==> config.mk <==
export PLATFORM = sky130hd
export DESIGN_NAME = ir_fetch_unit
export DESIGN_NICKNAME = d
export VERILOG_FILES = /design/src/rtl/ir_fetch_pkg.sv /design/src/rtl/ir_prefetch_buf.sv /design/src/rtl/ir_fetch_unit.sv
export SDC_FILE = /design/constraint.sdc
export NUM_CORES = 1
export LEC_CHECK = 0
export ABC_AREA = 0
export BUFFER_PORTS_ARGS = -buffer_cell sky130_fd_sc_hd__buf_2
export CAP_MARGIN = 20
export CELL_PAD_IN_SITES_DETAIL_PLACEMENT = 1
export CELL_PAD_IN_SITES_GLOBAL_PLACEMENT = 1
export CORE_ASPECT_RATIO = 0.7
export CORE_MARGIN = 3
export CORE_UTILIZATION = 42
export CTS_CLUSTER_SIZE = 20
export DETAILED_ROUTE_END_ITERATION = 10
export GPL_ROUTABILITY_DRIVEN = 0
export HOLD_SLACK_MARGIN = 0.03
export PLACE_DENSITY_LB_ADDON = 0.3
export RECOVER_POWER = 50
export REMOVE_ABC_BUFFERS = 1
export SETUP_SLACK_MARGIN = 0.4
export SYNTH_ARGS = -nofsm -noshare
export SYNTH_HDL_FRONTEND = slang
export SYNTH_SLANG_ARGS = --single-unit
==> constraint.sdc <==
create_clock -name clock -period 5.48 [get_ports clock]
set_input_delay 0.822 -clock clock [delete_from_list [all_inputs] [get_ports clock]]
set_output_delay 0.822 -clock clock [all_outputs]
set_load 0.05 [all_outputs]
==> src/rtl/ir_fetch_pkg.sv <==
// ----------------------------------------------------------------------------
// ir_fetch_pkg
// Shared definitions for the instruction fetch stage: the fetch state
// encoding, default widths and the default instruction memory base address.
// Optional feature macro used by importers: IR_FETCH_PREFETCH_EN.
// ----------------------------------------------------------------------------
package ir_fetch_pkg;

    localparam int          MEM_SIZE        = 10;
    localparam int          DATA_SIZE       = 32;
    localparam int          IM_ADDR_SIZE    = 10;
    localparam int          TOTAL_IR_W      = 16;
    localparam int unsigned IM_BASE_DEFAULT = 32'h0000_0080;

    typedef enum logic [2:0] {
        ST_IDLE  = 3'd0,
        ST_REQ   = 3'd1,
        ST_WAIT  = 3'd2,
        ST_VALID = 3'd3,
        ST_DONE  = 3'd4
    } fetch_state_t;

endpackage

==> src/rtl/ir_prefetch_buf.sv <==
// ----------------------------------------------------------------------------
// ir_prefetch_buf
// One-entry instruction buffer holding a speculatively fetched word for the
// fetch stage. Flush has priority over load. Only built when the
// IR_FETCH_PREFETCH_EN macro is defined; otherwise this file is empty.
//
// Ports:
//   clock      in   rising-edge clock
//   reset      in   asynchronous active-low reset (empties the buffer)
//   flush      in   discard the buffered word
//   load       in   capture load_data and mark the buffer full
//   load_data  in   DataSize  word to capture
//   buf_valid  out  buffer holds a word
//   buf_data   out  DataSize  buffered word
// ----------------------------------------------------------------------------
`ifdef IR_FETCH_PREFETCH_EN
module ir_prefetch_buf
    import ir_fetch_pkg::*;
#(
    parameter int DataSize = DATA_SIZE
) (
    input  logic                clock,
    input  logic                reset,
    input  logic                flush,
    input  logic                load,
    input  logic [DataSize-1:0] load_data,
    output logic                buf_valid,
    output logic [DataSize-1:0] buf_data
);

    logic                valid_r;
    logic [DataSize-1:0] data_r;

    // Buffer storage: flush empties, load fills, otherwise hold.
    always_ff @(posedge clock or negedge reset) begin
        if (!reset) begin
            valid_r <= 1'b0;
            data_r  <= '0;
        end else if (flush) begin
            valid_r <= 1'b0;
            data_r  <= data_r;
        end else if (load) begin
            valid_r <= 1'b1;
            data_r  <= load_data;
        end else begin
            valid_r <= valid_r;
            data_r  <= data_r;
        end
    end

    assign buf_valid = valid_r;
    assign buf_data  = data_r;

endmodule
`endif

==> src/rtl/ir_fetch_unit.sv <==
// ----------------------------------------------------------------------------
// ir_fetch_unit
// Instruction fetch stage feeding the multi-cycle instruction controller.
// Owns the 1-based program counter, issues reads to instruction memory with a
// ready handshake and presents one instruction (PC/ir) at a time. Once all
// total_ir instructions are delivered it presents ir = 0 with prog_done set.
// All outputs are registered.
//
// Optional macro IR_FETCH_PREFETCH_EN: speculatively reads instruction PC+1
// into a one-entry buffer (ir_prefetch_buf) while PC is presented.
//
// Ports:
//   clock       in   rising-edge clock
//   reset       in   asynchronous active-low reset
//   start       in   begin program from instruction #1 (IDLE/DONE only)
//   total_ir    in   16  program length, latched on accepted start
//   fetch_req   in   controller consumes the presented instruction
//   im_rdata    in   DataSize  instruction memory read data
//   im_ready    in   read data valid this cycle
//   PC          out  MemSize  1-based number of presented instruction, 0 idle
//   ir          out  DataSize  presented instruction
//   ir_valid    out  ir/PC consumable
//   im_enable   out  memory enable
//   im_fetch    out  memory read strobe
//   im_address  out  IMAddrSize  IM_BASE + target PC - 1 (wraps)
//   busy        out  fetching or presenting (not IDLE, not DONE)
//   prog_done   out  whole program delivered
// ----------------------------------------------------------------------------
module ir_fetch_unit
    import ir_fetch_pkg::*;
#(
    parameter int          MemSize    = MEM_SIZE,
    parameter int          DataSize   = DATA_SIZE,
    parameter int          IMAddrSize = IM_ADDR_SIZE,
    parameter int unsigned IM_BASE    = IM_BASE_DEFAULT
) (
    input  logic                  clock,
    input  logic                  reset,
    input  logic                  start,
    input  logic [15:0]           total_ir,
    input  logic                  fetch_req,
    input  logic [DataSize-1:0]   im_rdata,
    input  logic                  im_ready,
    output logic [MemSize-1:0]    PC,
    output logic [DataSize-1:0]   ir,
    output logic                  ir_valid,
    output logic                  im_enable,
    output logic                  im_fetch,
    output logic [IMAddrSize-1:0] im_address,
    output logic                  busy,
    output logic                  prog_done
);

    localparam logic [MemSize-1:0] PC_MAX = {MemSize{1'b1}};

    // Memory address of 1-based instruction number pc (modulo address space).
    function automatic logic [IMAddrSize-1:0] target_addr(input logic [MemSize-1:0] pc);
        logic [31:0] sum;
        sum = IM_BASE + 32'(pc) - 32'd1;
        return sum[IMAddrSize-1:0];
    endfunction

    fetch_state_t          state_r;
    logic [MemSize-1:0]    pc_r;
    logic [MemSize-1:0]    total_r;
    logic [DataSize-1:0]   ir_r;
    logic                  ir_valid_r;
    logic                  im_enable_r;
    logic                  im_fetch_r;
    logic [IMAddrSize-1:0] addr_r;
    logic                  busy_r;
    logic                  prog_done_r;

    logic [MemSize-1:0]    total_clamp_s;
    logic [MemSize-1:0]    pc_next_s;
    logic                  start_accept_s;

    // Program lengths beyond what PC can count are clamped to PC_MAX.
    always_comb begin
        if (32'(total_ir) > 32'(PC_MAX)) begin
            total_clamp_s = PC_MAX;
        end else begin
            total_clamp_s = MemSize'(total_ir);
        end
    end

    // Saturating PC increment.
    always_comb begin
        if (pc_r == PC_MAX) begin
            pc_next_s = PC_MAX;
        end else begin
            pc_next_s = pc_r + MemSize'(1);
        end
    end

    assign start_accept_s = start && ((state_r == ST_IDLE) || (state_r == ST_DONE));

`ifdef IR_FETCH_PREFETCH_EN
    logic                pf_busy_r;   // speculative read outstanding (incl. strobe cycle)
    logic                pf_ready_s;
    logic                buf_load_s;
    logic                buf_flush_s;
    logic                buf_valid_s;
    logic [DataSize-1:0] buf_data_s;

    // The response cycle can never coincide with our own strobe cycle.
    assign pf_ready_s  = (state_r == ST_VALID) && pf_busy_r && !im_fetch_r && im_ready;
    // A response arriving together with fetch_req bypasses the buffer.
    assign buf_load_s  = pf_ready_s && !fetch_req;
    assign buf_flush_s = start_accept_s || ((state_r == ST_VALID) && fetch_req && buf_valid_s);

    ir_prefetch_buf #(
        .DataSize (DataSize)
    ) u_prefetch_buf (
        .clock     (clock),
        .reset     (reset),
        .flush     (buf_flush_s),
        .load      (buf_load_s),
        .load_data (im_rdata),
        .buf_valid (buf_valid_s),
        .buf_data  (buf_data_s)
    );
`endif

    // Fetch sequencer: state, PC, presented instruction and memory strobes.
    always_ff @(posedge clock or negedge reset) begin
        if (!reset) begin
            state_r     <= ST_IDLE;
            pc_r        <= '0;
            total_r     <= '0;
            ir_r        <= '0;
            ir_valid_r  <= 1'b0;
            im_enable_r <= 1'b0;
            im_fetch_r  <= 1'b0;
            addr_r      <= IMAddrSize'(IM_BASE);
            busy_r      <= 1'b0;
            prog_done_r <= 1'b0;
`ifdef IR_FETCH_PREFETCH_EN
            pf_busy_r   <= 1'b0;
`endif
        end else begin
            // Memory strobes are single-cycle pulses unless re-asserted below.
            im_enable_r <= 1'b0;
            im_fetch_r  <= 1'b0;
            case (state_r)
                ST_IDLE, ST_DONE: begin
                    if (start) begin
                        total_r     <= total_clamp_s;
                        prog_done_r <= 1'b0;
`ifdef IR_FETCH_PREFETCH_EN
                        pf_busy_r   <= 1'b0;
`endif
                        if (total_clamp_s == '0) begin
                            // Empty program: straight to DONE, nothing fetched.
                            state_r     <= ST_DONE;
                            pc_r        <= '0;
                            ir_r        <= '0;
                            ir_valid_r  <= 1'b1;
                            busy_r      <= 1'b0;
                            prog_done_r <= 1'b1;
                        end else begin
                            state_r     <= ST_REQ;
                            pc_r        <= MemSize'(1);
                            ir_valid_r  <= 1'b0;
                            im_enable_r <= 1'b1;
                            im_fetch_r  <= 1'b1;
                            addr_r      <= target_addr(MemSize'(1));
                            busy_r      <= 1'b1;
                        end
                    end else begin
                        state_r <= state_r;
                    end
                end

                ST_REQ: begin
                    state_r <= ST_WAIT;
                end

                ST_WAIT: begin
                    if (im_ready) begin
                        ir_r       <= im_rdata;
                        ir_valid_r <= 1'b1;
                        state_r    <= ST_VALID;
`ifdef IR_FETCH_PREFETCH_EN
                        if (pc_r < total_r) begin
                            im_enable_r <= 1'b1;
                            im_fetch_r  <= 1'b1;
                            addr_r      <= target_addr(pc_next_s);
                            pf_busy_r   <= 1'b1;
                        end else begin
                            pf_busy_r   <= 1'b0;
                        end
`endif
                    end else begin
                        state_r <= ST_WAIT;
                    end
                end

                ST_VALID: begin
                    if (fetch_req) begin
                        if (pc_r < total_r) begin
                            pc_r <= pc_next_s;
`ifdef IR_FETCH_PREFETCH_EN
                            pf_busy_r <= 1'b0;
                            if (buf_valid_s || pf_ready_s) begin
                                // Next word already here: present it next cycle.
                                ir_r       <= buf_valid_s ? buf_data_s : im_rdata;
                                ir_valid_r <= 1'b1;
                                state_r    <= ST_VALID;
                                if (pc_next_s < total_r) begin
                                    im_enable_r <= 1'b1;
                                    im_fetch_r  <= 1'b1;
                                    addr_r      <= target_addr(pc_next_s + MemSize'(1));
                                    pf_busy_r   <= 1'b1;
                                end else begin
                                    pf_busy_r   <= 1'b0;
                                end
                            end else if (pf_busy_r) begin
                                // Read already on the bus for this PC: just wait for it.
                                ir_valid_r <= 1'b0;
                                state_r    <= ST_WAIT;
                            end else begin
                                ir_valid_r  <= 1'b0;
                                state_r     <= ST_REQ;
                                im_enable_r <= 1'b1;
                                im_fetch_r  <= 1'b1;
                                addr_r      <= target_addr(pc_next_s);
                            end
`else
                            ir_valid_r  <= 1'b0;
                            state_r     <= ST_REQ;
                            im_enable_r <= 1'b1;
                            im_fetch_r  <= 1'b1;
                            addr_r      <= target_addr(pc_next_s);
`endif
                        end else begin
                            // Last instruction consumed: PC stays at total_ir.
                            state_r     <= ST_DONE;
                            ir_r        <= '0;
                            ir_valid_r  <= 1'b1;
                            busy_r      <= 1'b0;
                            prog_done_r <= 1'b1;
`ifdef IR_FETCH_PREFETCH_EN
                            pf_busy_r   <= 1'b0;
`endif
                        end
                    end else begin
                        state_r <= ST_VALID;
`ifdef IR_FETCH_PREFETCH_EN
                        if (pf_ready_s) begin
                            pf_busy_r <= 1'b0;
                        end else begin
                            pf_busy_r <= pf_busy_r;
                        end
`endif
                    end
                end

                default: begin
                    state_r     <= ST_IDLE;
                    pc_r        <= '0;
                    ir_r        <= '0;
                    ir_valid_r  <= 1'b0;
                    addr_r      <= IMAddrSize'(IM_BASE);
                    busy_r      <= 1'b0;
                    prog_done_r <= 1'b0;
`ifdef IR_FETCH_PREFETCH_EN
                    pf_busy_r   <= 1'b0;
`endif
                end
            endcase
        end
    end

    assign PC         = pc_r;
    assign ir         = ir_r;
    assign ir_valid   = ir_valid_r;
    assign im_enable  = im_enable_r;
    assign im_fetch   = im_fetch_r;
    assign im_address = addr_r;
    assign busy       = busy_r;
    assign prog_done  = prog_done_r;

endmodule
==> results of run 1 <==
[per-layer routing]
layer,up-vias,share of wire (%),global-route usage (%)
met2,58,50,37.58
met4,0,0.96,4.792
li1,1479,-,-
met1,1543,45,28.85
met5,-,0,0
met3,10,4.1,5.580
[Yosys cell counts, types with 3 or more instances]
library cell  instances
dfrtp_1              68
nand2_1              54
inv_1                47
mux2i_1              37
o21ai_0              25
nor2_1               13
a21oi_1              12
ha_1                 11
nand3_1              10
clkbuf_1              8
nor3_1                8
nand2b_1              7
a21o_1                6
mux2_2                6
o2bb2ai_1             6
xor2_1                6
a22o_1                5
xnor2_1               5
and3_1                4
buf_2                 4
buf_6                 3
or2_2                 3
[worst max path at each step]
stage / startpoint / to / slack [ps]
finish: total_ir[12] / im_address[3] / 2290
global route: total_ir[12] / im_address[3] / 2050
CTS: total_ir[12] / im_address[3] / 2310
detailed placement: total_ir[12] / im_address[3] / 1960
global placement: total_ir[12] / im_address[4] / 2140
floorplan: total_ir[12] / ir[0] / 2230
[worst register-to-register path, delay by kind of cell (launching register included)]
kind,cells,cell delay [ps]
AO/OA/AOI/OAI,3,850
flip-flops,1,470
adder cells (fa/ha/maj),2,540
AND/OR/NAND/NOR,4,790
XOR/XNOR,1,190
[registers in the layout, indices dropped and copies added, names as in the netlist]
register,count
ir_valid,1
prog_done,1
busy,1
state_r,3
PC,10
im_address,10
im_fetch,1
ir,32
total_r,10
[cell type report]
type,count,area share [%]
inverters,47,3.926
well taps,116,3.230
repair buffers,111,11.70
flip-flops and latches,69,38.46
clock inverters,4,1.058
clock buffers,12,5.486
multi-input cells,243,36.15
[power by group]
group / total, mW / switching (mW) / internal [mW]
Clock: 0.570 / 0.207 / 0.363
Combinational: 1.34 / 0.937 / 0.400
Sequential: 0.777 / 0.104 / 0.673
Total: 2.68 / 1.25 / 1.44
[cells by family (layout without fill, tap and decap cells)]
| family | after synthesis | after routing |
|---|---|---|
| AND/OR/NAND/NOR | 109 | 109 |
| AO/OA/AOI/OAI | 69 | 69 |
| flip-flops | 69 | 69 |
| adder cells (fa/ha/maj) | 11 | 11 |
| XOR/XNOR | 11 | 11 |
| buffers and inverters | 65 | 174 |
| multiplexers | 43 | 43 |
[per-stage QoR]
step	std cells	instance area, µm²
2_1_floorplan	359	3526
3_3_place_gp	586	4234
3_5_place_dp	586	4234
4_1_cts	602	4528
5_1_grt	602	4493
6_report	602	4493
==> results_dict.tcl, run 1 <==
set metrics [dict create \
    final_cell_mix "buf_2, dfrtp_1, nand2_1" \
    ir_drop_mv 0.3086 \
    async_flop_share_pct 100.0 \
    path_depth 7 \
    post-route-worst-setup-slack_ps 2286 \
    grt_start_max_net_pins 70 \
    final_common_cell "buf_2" \
    rsz0062_at_grt "no" \
    hold_class "reg -> reg" \
    critical_path_class "in -> reg" \
    rows 27 \
    crit_path_max_fanout 11 \
    slew_violations 0 \
    drt_iter0_drc 80 \
    fin_nets 545 \
    port_buffers 109 \
    fin_util_pct 55.19 \
    start_util_pct 44.57 \
    seq_area_um2 1728 \
    vias 3090 \
    cp-end-kind "flip-flop" \
    fin_crit_ps 3194 \
    slowest_stage "o2bb2ai_1" \
    grt_pass1_vias 3388 \
    ys_seq_area_share_pct 47.62 \
    grt_first_pass_wirelength_um 17140 \
    worstPathArrival_ps 3400 \
    die_h_um 83.77 \
    hold_path_end "total_r[0]" \
    synth_top_area_share_pct 46.90 \
    gr-total-overflow 0 \
    worstPathCellList "buf_2, nor4_1, nand2_1, nor3_1, nor2_1, o2bb2ai_1, mux2_2" \
    synth-seq-cells 69 \
    yosys.area_share.adder_pct 3.793 \
    worstMarginPinSlew_ps 1074 \
    hold_path_startpoint "total_r[0]" \
    fp.dieW_um 117.1 \
    area_delta_synth_final_pct 23.83 \
    synth_ff_type "dfrtp_1" \
    drive_above_1_share_pct 22.84 \
    synth_area_leaders "dfrtp_1, mux2i_1, nand2_1, inv_1, ha_1" \
    power.total_mw 2.684 \
    core_um2 8142 \
    synth_edf_count 0 \
    hold_path_depth 2 \
    drt_wl_total_um 10230 \
    path_delay_family "simple AND/OR/NAND/NOR gates" \
    synth_mux_area_share_pct 12.07 \
    finalSetupViolCount 0 \
    cp-start-kind "input port" \
    ys_types 46 \
    n_antenna_cell 0 \
    cts_hold_buf 0 \
    synth_top_family_by_area "simple AND/OR/NAND/NOR gates" \
    outcome "completed" \
    place_ws_ps 1961 \
    cts_tree "yes" \
    syn_area_per_cell_um2 9.625 \
    antenna_found_initial 0 \
    hold_ws_ps 491.2 \
    synthXorXnorAreaFrac_pct 2.655 \
    cts_max_level 3 \
    crit-reg2reg-capture "im_address[8]" \
    cts_sinks 69 \
    wl_per_cell_um 16.99 \
    dp_hpwl_um 7475 \
    numCtsBuffers 9 \
    clockBufferDepth 2 \
    cts_resized 0 \
    post-route-period-util_pct 58.28 \
    path_clk_slew_ps 50 \
    clkLatencyLatePin_ps 330 \
    max_clock_freq_ghz 0.3131 \
    dieArea_um2 9808 \
    grtUsageTotal_pct 22.29 \
    synth_warnings 0 \
    multiInputGateArea_um2 1624 \
    drc 0 \
    drt-vias-per-instance 5.133 \
    postRouteAntennaNets 0 \
    netlist_area_um2 3628 \
    cts_setup_buffers 0 \
    fin_setup_tns_ps 0 \
    hold_violations 0 \
    maxCapViolCount 0 \
    io_pins 110 \
    synthSimpleGateAreaFrac_pct 13.72 \
    r2r_cells 10 \
    cp.required_ps 5690 \
    r2r-start "PC[0]" \
    drt_first_pass_iters 4 \
    relSlewSlack_pct 28.39 \
    powerDensity_nw_per_um2 597.5 \
    skew_ps 5.059 \
    clock-root-buffer "clkbuf_16" \
    regToRegSetupSlack_ps 2520 \
    slowest_delay_ps 830 \
    worst-path-buf-inv 1 \
    p_leak_nw 2.260 \
    synth_compound_area_share_pct 12.45 \
    fill_cells 972 \
    synth_top_cell_by_area "dfrtp_1" \
    syn_inst 377 \
]
Note: power is estimated with default switching activity, not from simulation.
==> inputs of run 2 (changes only) <==
CORE_UTILIZATION = 35   (was 42)
clock period = 2.9 ns   (was 5.48 ns; I/O delays follow)
==> run 2 against run 1 <==
Power increased by 93%; flip-flop and latch count unchanged; cell count increased by 4.8%; worst hold slack got worse by 150 ps; first-iteration DRC count up 100%; core utilization fell by 7.9 points; sequential power up 85%; largest cell class unchanged.
==> results_dict.tcl, run 2 (synthesized netlist as in run 1, its figures left out) <==
set metrics [dict create \
    hold_ws_ps 336.4 \
    skew_ps 5.744 \
    slew_violations 0 \
    io_pins 110 \
    n_antenna_cell 0 \
    clockBufferDepth 2 \
    hold_violations 0 \
    clkLatencyLatePin_ps 330 \
    slowest_stage "o2111ai_1" \
    drt_iter0_drc 163 \
    numCtsBuffers 9 \
    antenna_found_initial 0 \
    core_um2 9910 \
    largest_reg_flops 32 \
    cts_sinks 69 \
    final_cell_mix "buf_2, dfrtp_1, nand2_1" \
    powerDensity_nw_per_um2 1105 \
    fp.dieW_um 127.7 \
    outcome "completed" \
    regToRegSetupSlack_ps 460 \
    dpl_cell_area_um2 4344 \
    worstPathArrival_ps 2550 \
    dp_hpwl_um 7914 \
    worstMarginPinSlew_ps 987.7 \
    fin_nets 562 \
    cp-start-kind "flip-flop" \
    cts_max_level 3 \
    fin_crit_ps 2443 \
    cp-end-kind "flip-flop" \
    grt_first_pass_wirelength_um 17150 \
    fin_cells 631 \
    gr-total-overflow 0 \
    drt-vias-per-instance 4.967 \
    clock-root-buffer "clkbuf_16" \
    die_h_um 91.19 \
    grtUsageTotal_pct 18.68 \
    grt_start_max_net_pins 45 \
    port_buffers 109 \
    post-route-period-util_pct 84.25 \
    rows 30 \
    dp_cells 609 \
    post-route-worst-setup-slack_ps 456.7 \
    rsz0062_at_grt "yes" \
    worst-path-buf-inv 0 \
    area_delta_synth_final_pct 29.17 \
    drt_wl_total_um 10690 \
    dieArea_um2 11640 \
    cp.required_ps 3010 \
    drc 0 \
    ir_drop_mv 0.6649 \
    drt_first_pass_iters 4 \
    relSlewSlack_pct 34.15 \
    grt_pass1_vias 3237 \
    cts_tree "yes" \
    max_clock_freq_ghz 0.4093 \
    finalInstanceArea_um2 4687 \
    start_util_pct 36.62 \
    vias 3134 \
    critical_path_class "reg -> reg" \
    wl_per_cell_um 16.94 \
    maxCapViolCount 0 \
    fill_cells 1199 \
    p_leak_nw 2.366 \
    path_clk_slew_ps 60 \
    worstPathCellList "ha_1, nand3_1, nor2_1, a211oi_2, o2111ai_1, o21ai_0" \
    path_delay_family "compound AO/OA/AOI/OAI gates" \
    hold_class "in -> reg" \
    final_common_cell "buf_2" \
    drive_above_1_share_pct 27.44 \
    place_ws_ps 91.37 \
    crit_path_max_fanout 9 \
    slowest_delay_ps 780 \
    postRouteAntennaNets 0 \
    finalSetupViolCount 0 \
]
-- run 2: per-stage QoR --
step / power [mW] / utilization, % / setup TNS, ps
2_1_floorplan: 3.356 / - / -8127
3_5_place_dp: 4.066 / 43.84 / 0
6_report: 5.181 / 47.30 / 0
5_1_grt: 5.533 / 47.30 / 0
3_3_place_gp: 3.964 / 43.84 / 0
4_1_cts: 5.199 / 46.98 / 0
-- run 2: worst paths after layout --
check | from | end | cells after the start
hold reg to reg | ir_valid | ir_valid | 1
hold / removal | im_ready | state_r[0] | 2
min in group asynchronous | reset | ir[0] | 2
setup / recovery | PC[6] | im_fetch | 6
setup reg to reg | PC[6] | im_fetch | 6
max in group asynchronous | reset | prog_done | 4
-- run 2: final cells by class --
class	instances	area (µm²)	area share (%)
clock buffer	9	225.2	4.805
clock inverter	7	66.31	1.415
inverter	47	176.4	3.764
multi-input combinational	243	1678	35.80
sequential	69	1730	36.92
tap	128	160.2	3.417
timing repair buffer	128	650.6	13.88
-- run 2: timing repair --
| item | in CTS | in global routing |
|---|---|---|
| endpoints found under the hold margin | 0 | 4 |
| hold buffers | 0 | 1 |
| gates resized for setup | 8 | 7 |
| setup buffers | 0 | 4 |
| pin swaps | 1 | 2 |
| setup endpoints to repair | 35 | 27 |
-- run 2: routing by layer --
layer / vias to the layer above / part of all wire [%] / GRT usage (%)
met1: 1565 / 46 / 25.45
met5: - / 0 / 0
met2: 62 / 49 / 29.86
li1: 1505 / - / -
met3: 2 / 4.4 / 4.644
met4: 0 / 0.36 / 4.770
-- run 2: power breakdown --
group | total (mW) | internal, mW | switching, mW | leakage [nW]
registers | 1.44 | 1.27 | 0.172 | 0.894
clock network | 1.07 | 0.660 | 0.412 | 0.145
logic | 2.67 | 0.837 | 1.83 | 1.33
-- run 2: worst reg2reg max path: cells and delay by family, from the launching register on --
family	cells	cell delay, ps
compound gates	3	1240
fa+ha+maj	1	330
flops	1	400
simple gates	2	250
